==> src/rtl/pwm_pkg.sv <==
// Shared constants for the PWM decoder: default counter width and FSM state codes.
package pwm_pkg;

  localparam int CNT_W_DEF = 16;

  localparam logic [1:0] ST_IDLE  = 2'd0;
  localparam logic [1:0] ST_HIGH  = 2'd1;
  localparam logic [1:0] ST_LOW   = 2'd2;
  localparam logic [1:0] ST_STUCK = 2'd3;

endpackage

==> src/rtl/pwm_edge_sync.sv <==
// Input conditioning for the PWM decoder: two-flop synchronizer, optional
// glitch filter (PWM_DECODER_GLITCH_FILTER_EN), and rise/fall detection on s.
module pwm_edge_sync (
  input  logic clk,
  input  logic reset,
  input  logic pwm_in,
  output logic s,
  output logic rise,
  output logic fall
);

  logic sync1, sync2, s_d;

  // Two-flop synchronizer; resets low so a high input at release shows as a rise
  always_ff @(posedge clk or posedge reset) begin
    if (reset) begin
      sync1 <= 1'b0;
      sync2 <= 1'b0;
    end else begin
      sync1 <= pwm_in;
      sync2 <= sync1;
    end
  end

`ifdef PWM_DECODER_GLITCH_FILTER_EN
  logic hist, s_q;

  // s follows only after three consecutive equal samples (sync1 is the next sync2)
  always_ff @(posedge clk or posedge reset) begin
    if (reset) begin
      hist <= 1'b0;
      s_q  <= 1'b0;
    end else begin
      hist <= sync2;
      if (sync1 == sync2 && sync2 == hist) s_q <= sync1;
    end
  end

  assign s = s_q;
`else
  assign s = sync2;
`endif

  // Delayed copy of s for edge detection
  always_ff @(posedge clk or posedge reset) begin
    if (reset) s_d <= 1'b0;
    else       s_d <= s;
  end

  assign rise = s & ~s_d;
  assign fall = ~s & s_d;

endmodule

==> src/rtl/pwm_decoder.sv <==
// PWM decoder: measures high time and period of pwm_in in clk cycles and flags
// a stuck input after 2^CNT_W-1 cycles without a rising edge.
// Optional glitch filter: define PWM_DECODER_GLITCH_FILTER_EN.
module pwm_decoder
  import pwm_pkg::*;
#(
  parameter int CNT_W = CNT_W_DEF
) (
  input  logic             clk,
  input  logic             reset,
  input  logic             pwm_in,
  output logic [CNT_W-1:0] high_time,
  output logic [CNT_W-1:0] period,
  output logic             valid,
  output logic             stuck,
  output logic             stuck_level
);

  localparam logic [CNT_W-1:0] CNT_MAX = '1;
  localparam logic [CNT_W-1:0] ONE     = {{(CNT_W-1){1'b0}}, 1'b1};

  logic             s, rise, fall;
  logic [1:0]       state;
  logic [CNT_W-1:0] hi_cnt, per_cnt, hold;
  logic [CNT_W-1:0] cap_ht, cap_per;
  logic             cap_vld;

  pwm_edge_sync u_sync (
    .clk    (clk),
    .reset  (reset),
    .pwm_in (pwm_in),
    .s      (s),
    .rise   (rise),
    .fall   (fall)
  );

  // Measurement FSM; saturating per_cnt forces STUCK instead of wrapping
  always_ff @(posedge clk or posedge reset) begin
    if (reset) begin
      state       <= ST_IDLE;
      hi_cnt      <= '0;
      per_cnt     <= '0;
      hold        <= '0;
      cap_ht      <= '0;
      cap_per     <= '0;
      cap_vld     <= 1'b0;
      stuck       <= 1'b0;
      stuck_level <= 1'b0;
    end else begin
      cap_vld <= 1'b0;
      case (state)
        ST_HIGH: begin
          if (per_cnt == CNT_MAX) begin
            state       <= ST_STUCK;
            stuck       <= 1'b1;
            stuck_level <= s;
          end else begin
            per_cnt <= per_cnt + ONE;
            if (fall) begin
              hold  <= hi_cnt;
              state <= ST_LOW;
            end else begin
              hi_cnt <= hi_cnt + ONE;
            end
          end
        end
        ST_LOW: begin
          if (rise) begin
            cap_ht  <= hold;
            cap_per <= per_cnt;
            cap_vld <= 1'b1;
            hi_cnt  <= ONE;
            per_cnt <= ONE;
            state   <= ST_HIGH;
          end else if (per_cnt == CNT_MAX) begin
            state       <= ST_STUCK;
            stuck       <= 1'b1;
            stuck_level <= s;
          end else begin
            per_cnt <= per_cnt + ONE;
          end
        end
        default: begin
          // IDLE and STUCK: a rising edge starts a fresh measurement, no report
          if (rise) begin
            state       <= ST_HIGH;
            hi_cnt      <= ONE;
            per_cnt     <= ONE;
            stuck       <= 1'b0;
            stuck_level <= 1'b0;
          end else if (state == ST_STUCK) begin
            stuck_level <= s;
          end else if (per_cnt == CNT_MAX) begin
            state       <= ST_STUCK;
            stuck       <= 1'b1;
            stuck_level <= s;
          end else begin
            per_cnt <= per_cnt + ONE;
          end
        end
      endcase
    end
  end

  // Output stage: results and the valid strobe update together
  always_ff @(posedge clk or posedge reset) begin
    if (reset) begin
      high_time <= '0;
      period    <= '0;
      valid     <= 1'b0;
    end else begin
      valid <= cap_vld;
      if (cap_vld) begin
        high_time <= cap_ht;
        period    <= cap_per;
      end
    end
  end

endmodule

==> config.mk <==
export PLATFORM = sky130hd
export DESIGN_NAME = pwm_decoder
export DESIGN_NICKNAME = d
export VERILOG_FILES = /design/src/rtl/pwm_pkg.sv /design/src/rtl/pwm_edge_sync.sv /design/src/rtl/pwm_decoder.sv
export SDC_FILE = /design/constraint.sdc
export NUM_CORES = 1
export LEC_CHECK = 0
export CORE_MARGIN = 4
export CORE_UTILIZATION = 35
export CTS_CLUSTER_SIZE = 30
export DETAILED_ROUTE_END_ITERATION = 10
export GPL_ROUTABILITY_DRIVEN = 0
export PLACE_DENSITY_LB_ADDON = 0.25
export SETUP_SLACK_MARGIN = 0.15
export SYNTH_ARGS = -nofsm -noshare
export SYNTH_HDL_FRONTEND = slang
export SYNTH_SLANG_ARGS = --single-unit
==> constraint.sdc <==
create_clock -name clk -period 10.1 [get_ports clk]
set_input_delay 2.525 -clock clk [delete_from_list [all_inputs] [get_ports clk]]
set_output_delay 2.525 -clock clk [all_outputs]
set_load 0.02 [all_outputs]
## Yosys cells after proc, flatten, opt, wreduce, memory -nomap -nowiden

Cells that the tools add are included.

- Logic and storage cells: 65
- Output and inout port bits: 35
- Input port bits: 3
- Register bits: 121

- Eq/ne operators: 9
- $add $sub $neg: 2
- Reduce and logical (&&, ||, !) cells: 6
- Mux-type cells: 28
- Bitwise logic cells: 5

Operators with widths:

| cell | count |
|---|---|
| two-way mux 16 bit | 8 |
| adder 16 x 1 -> 16 bit (second input constant) | 2 |
| case mux 16 bit (2 select lines) | 1 |
| == test 16 bit (second input constant) | 1 |
| two-way mux 2 bit | 6 |
| two-way mux 1 bit | 10 |
| inequality test 2 bit (second input constant) | 3 |
| AND reduction 2 bit | 3 |
| AND reduction 3 bit | 2 |
| == test 2 bit (second input constant) | 2 |
| inequality test 4 x 2 -> 1 bit (second input constant) | 1 |
| case mux 1 bit (2 select lines) | 2 |
| case mux 2 bit (2 select lines) | 1 |
| inequality test 3 bit (second input constant) | 1 |
| inverter 1 bit | 3 |
| AND 1 bit | 2 |
| == test 2 x 1 -> 1 bit (second input constant) | 1 |
| nonzero test 2 bit | 1 |

## Longest topological paths before layout

- Word-level depth: 5
- Depth in mapped cells: 8
- Mapped depth without buffers: 7

## Modules after synthesis

A second synthesis with hierarchy kept.

- Cells, all modules: 422
- Area, all modules: 5220.0 um^2

By module, submodules not included:

| module | area an instance (um^2) | instances | sequential area each (um^2) | cells each |
|---|---|---|---|---|
| pwm_decoder | 5126.2 | 1 | 2952.8 | 416 |
| pwm_edge_sync | 93.8 | 1 | 75.1 | 6 |

## Worst setup path before layout

Ideal clock, no wire load.

- Kind: register -> output
- Start point: reg stuck
- End point: out stuck
- Buffers on the path: 0
- Cell stages (with the launch flop): 1
- Required time: 7.575 ns
- Slack: 7.137 ns
- Arrival time: 0.438 ns
- Cells stage by stage: dfrtp_1

RTL lines:

| element | line | source |
|---|---|---|
| start: declaration | pwm_decoder.sv:15 | `output logic stuck,` |
| start signal: assignment | pwm_decoder.sv:47 | `stuck <= 1'b0;` |
| start signal: assignment | pwm_decoder.sv:55 | `stuck <= 1'b1;` |
| start signal: assignment | pwm_decoder.sv:77 | `stuck <= 1'b1;` |

No word-level cell between the ends.

## Worst setup path after layout

- Start point: reg stuck
- End point: out stuck

No word-level cell between the ends.

==> summary.txt <==
Run status
  • Status: finished clean

Timing
  • Worst relative slew slack: 31.1%
  • Worst hold slack: 359 ps
  • Final-report hold violation count: 0
  • Fin crit period: 3960 ps
  • Unrepaired setup endpoints after global routing: no
  • Final Max Tran Viols: 0
  • Clk_skew: 7.19 ps
  • Fmax: 0.252 GHz
  • Setup-failing EPs final: 0
  • Tightest Pin Transition: 1030 ps
  • Final period utilization: 39.2%
  • Setup TNS: 0 ps

Global routing
  • M3 GR Usage: 3.59%
  • First-pass GRT wire length: 16000 um
  • Largest net degree at the start of global routing: 71
  • GR peak layer: met2
  • Total track usage: 12.2%
  • Met1 GRT Util: 16.6%
  • Antenna violations before repair: 0
  • Global route overflow: 0
  • Number of global-route vias before repair: 3233
  • Grt met2 use: 18.0%

Place
  • Cells after DPL: 602
  • Dpl hpwl: 5980 um
  • I/O Buffers: 37

Floorplanning
  • Full die area: 16700 um2
  • Row count: 44
  • Ports: 38
  • Die Span Y: 129 um
  • Area of the core: 14500 um2
  • Initial Util: 35.6%
  • Die X: 129 um

Drt
  • DR vias/cell: 4.95
  • Iter 0 DRT Violations: 132
  • Post-Route WL: 9150 um
  • Routed WL per cell: 14.5 um
  • Residual DRC: 0
  • DRT Pass-1 Iters: 4
  • Vias post-DR: 3131
  • DRT antenna net count: 0

Yosys
  • Yosys cell types: 44
  • Top-area cell type share of the netlist area: 58.8%
  • Seq cells post-synth: 121
  • Synth area leader: dfrtp_1
  • Ranking of synthesized cells by area: dfrtp_1 (59%), mux2_2 (15%), xnor2_1 (4.1%)
  • Seq/Total Area, Yosys: 58.8%
  • Syn Area/Cell: 13.1 um2
  • Post-Syn Area: 5150 um2
  • Number of synthesis warnings: 0
  • Synth Instances: 393
  • Synth Net Count: 401

Layout
  • Commonest non-fill, non-tap cell in the layout: dfrtp_1
  • Synth-to-Final Area Change: 22.2%
  • Layout Cells excl Fill: 633
  • Layout cell share with drive strength beyond 1: 26.7%
  • N_diodes: 0
  • Most frequent cells in the layout: dfrtp_1 (121), mux2_2 (69), clkdlybuf4s50_1 (37)
  • FILL cells: 1324
  • Nets: 445

Clock network
  • Clock Latency Late Sink: 400 ps
  • # H-tree levels: 4
  • Clock transition at path regs: 50 ps
  • Max Root-Sink Buffers: 2
  • Setup repair bufs after CTS: 0
  • CTS Sinks: 121
  • CTS buffer count: 17
  • TritonCTS clock tree: built
  • CTS Hold Buffers Added: 0
  • Clk root buf: clkbuf_16
  • Cts repair resizes: 0

Critical path
  • Reg2reg setup slack: 7560 ps
  • CP startpoint: stuck$_DFFE_PP0P_
  • R2r endpoint: hold[15]$_DFFE_PP0P_
  • Critical Path Stages: 1
  • Slowest-stage cell, CP: clkdlybuf4s50_1
  • Crit path required time: 7580 ps
  • Worst r2r src: state[1]$_DFFE_PP0P_
  • Critical Path, Cell by Cell: clkdlybuf4s50_1
  • Crit path capture: stuck
  • Crit start category: register
  • CP Class: reg2out
  • Worst reg-to-reg path cell count: 5
  • CP arrival: 1440 ps
  • CP top delay family: buffers and inverters
  • Crit. End Element: output port
  • Crit Path Max Fanout: 3
  • Largest stage delay on the critical path: 640 ps
  • Worst Path Buf+Inv: 1

Worst hold path
  • Hold WC Path Type: reg2reg

Power
  • Power, Total: 1.39 mW
  • Power Dens Cells: 220 nW/um2
  • Peak supply drop: 0.149 mV
  • P_leak: 2.92 nW

Run
  • Max-cap violations: 0
report_power, final:
| group | switching (mW) | internal (mW) | total [mW] |
|---|---|---|---|
| logic | 0.110 | 0.103 | 0.213 |
| clock network | 0.198 | 0.392 | 0.590 |
| registers | 0.0461 | 0.538 | 0.584 |
| total | 0.354 | 1.03 | 1.39 |
through the flow:
stage / util [%] / setup WS [ps] / cell area, um2
after floorplan: - / 4360 / 5150
after global placement: 39.4 / 5720 / 5710
after detailed placement: 39.4 / 5690 / 5710
after CTS: 43.4 / 6110 / 6290
after global routing: 43.4 / 5900 / 6290
final: 43.4 / 6140 / 6290
flip-flops by register name, summed over array words and instances (netlist names):
signal,cells
cap_ht,16
cap_per,16
hi_cnt,16
high_time,16
hold,16
per_cnt,16
period,16
state,2
cap_vld,1
stuck,1
stuck_level,1
u_sync.s,1
u_sync.s_d,1
u_sync.sync1,1
valid,1
routing by layer:
metal  part of all wire (%)  routed length [um]
met1                     50                4560
met2                     45                4100
met3                    3.5                 318
met4                    1.9                 171
met5                      0                   0
kinds of logic (layout without fill, tap and decap cells):
family | Yosys count | in the layout | synth area share, %
simple gates | 105 | 105 | 11.6
compound gates | 34 | 34 | 4.16
mux | 79 | 79 | 17.9
buf+inv | 25 | 81 | 2.16
flops | 121 | 121 | 58.8
xor+xnor | 24 | 24 | 4.08
fa+ha+maj | 5 | 5 | 1.22
cells in the mapped netlist (all sizes together):
library cell,instances
nor2,26
nor3,10
nor3b,5
a211oi,1
nand2,14
o21ai,11
a21oi,11
mux2,79
dfrtp,121
a2bb2oi,1
and2b,1
or4,1
nand3,10
ha,5
clkbuf,10
or3,3
and2,3
o31ai,1
a21o,1
nor4b,1
xnor2,24
o21ba,1
a31oi,1
nor4,11
and3,4
or2,1
nand4,9
and4,3
o211ai,1
nand2b,3
a31o,1
inv,8
buf,7
a22oi,1
o22a,1
o22ai,2
worst min-delay path by stage:
stage,start,endpoint,slack [ps],cells after the start
3_3_place_gp,u_sync.sync1$_DFF_PP0_,u_sync.s$_DFF_PP0_,340,0
2_1_floorplan,u_sync.sync1$_DFF_PP0_,u_sync.s$_DFF_PP0_,330,0
4_1_cts,u_sync.sync1$_DFF_PP0_,u_sync.s$_DFF_PP0_,360,0
3_5_place_dp,u_sync.sync1$_DFF_PP0_,u_sync.s$_DFF_PP0_,350,0
5_1_grt,u_sync.sync1$_DFF_PP0_,u_sync.s$_DFF_PP0_,360,0
6_report,u_sync.sync1$_DFF_PP0_,u_sync.s$_DFF_PP0_,360,0
cell type report:
class                           count  area (um2)  share of cell area, %
Multi-Input combinational cell    247        2010                   32.0
Inverter                            8        32.5                  0.517
Clock inverter                      8         121                   1.93
Timing Repair Buffer               42         408                   6.49
Sequential cell                   121        3030                   48.1
Tap cell                          184         230                   3.66
Clock buffer                       23         458                   7.28
Power figures use the tool's default switching activity.
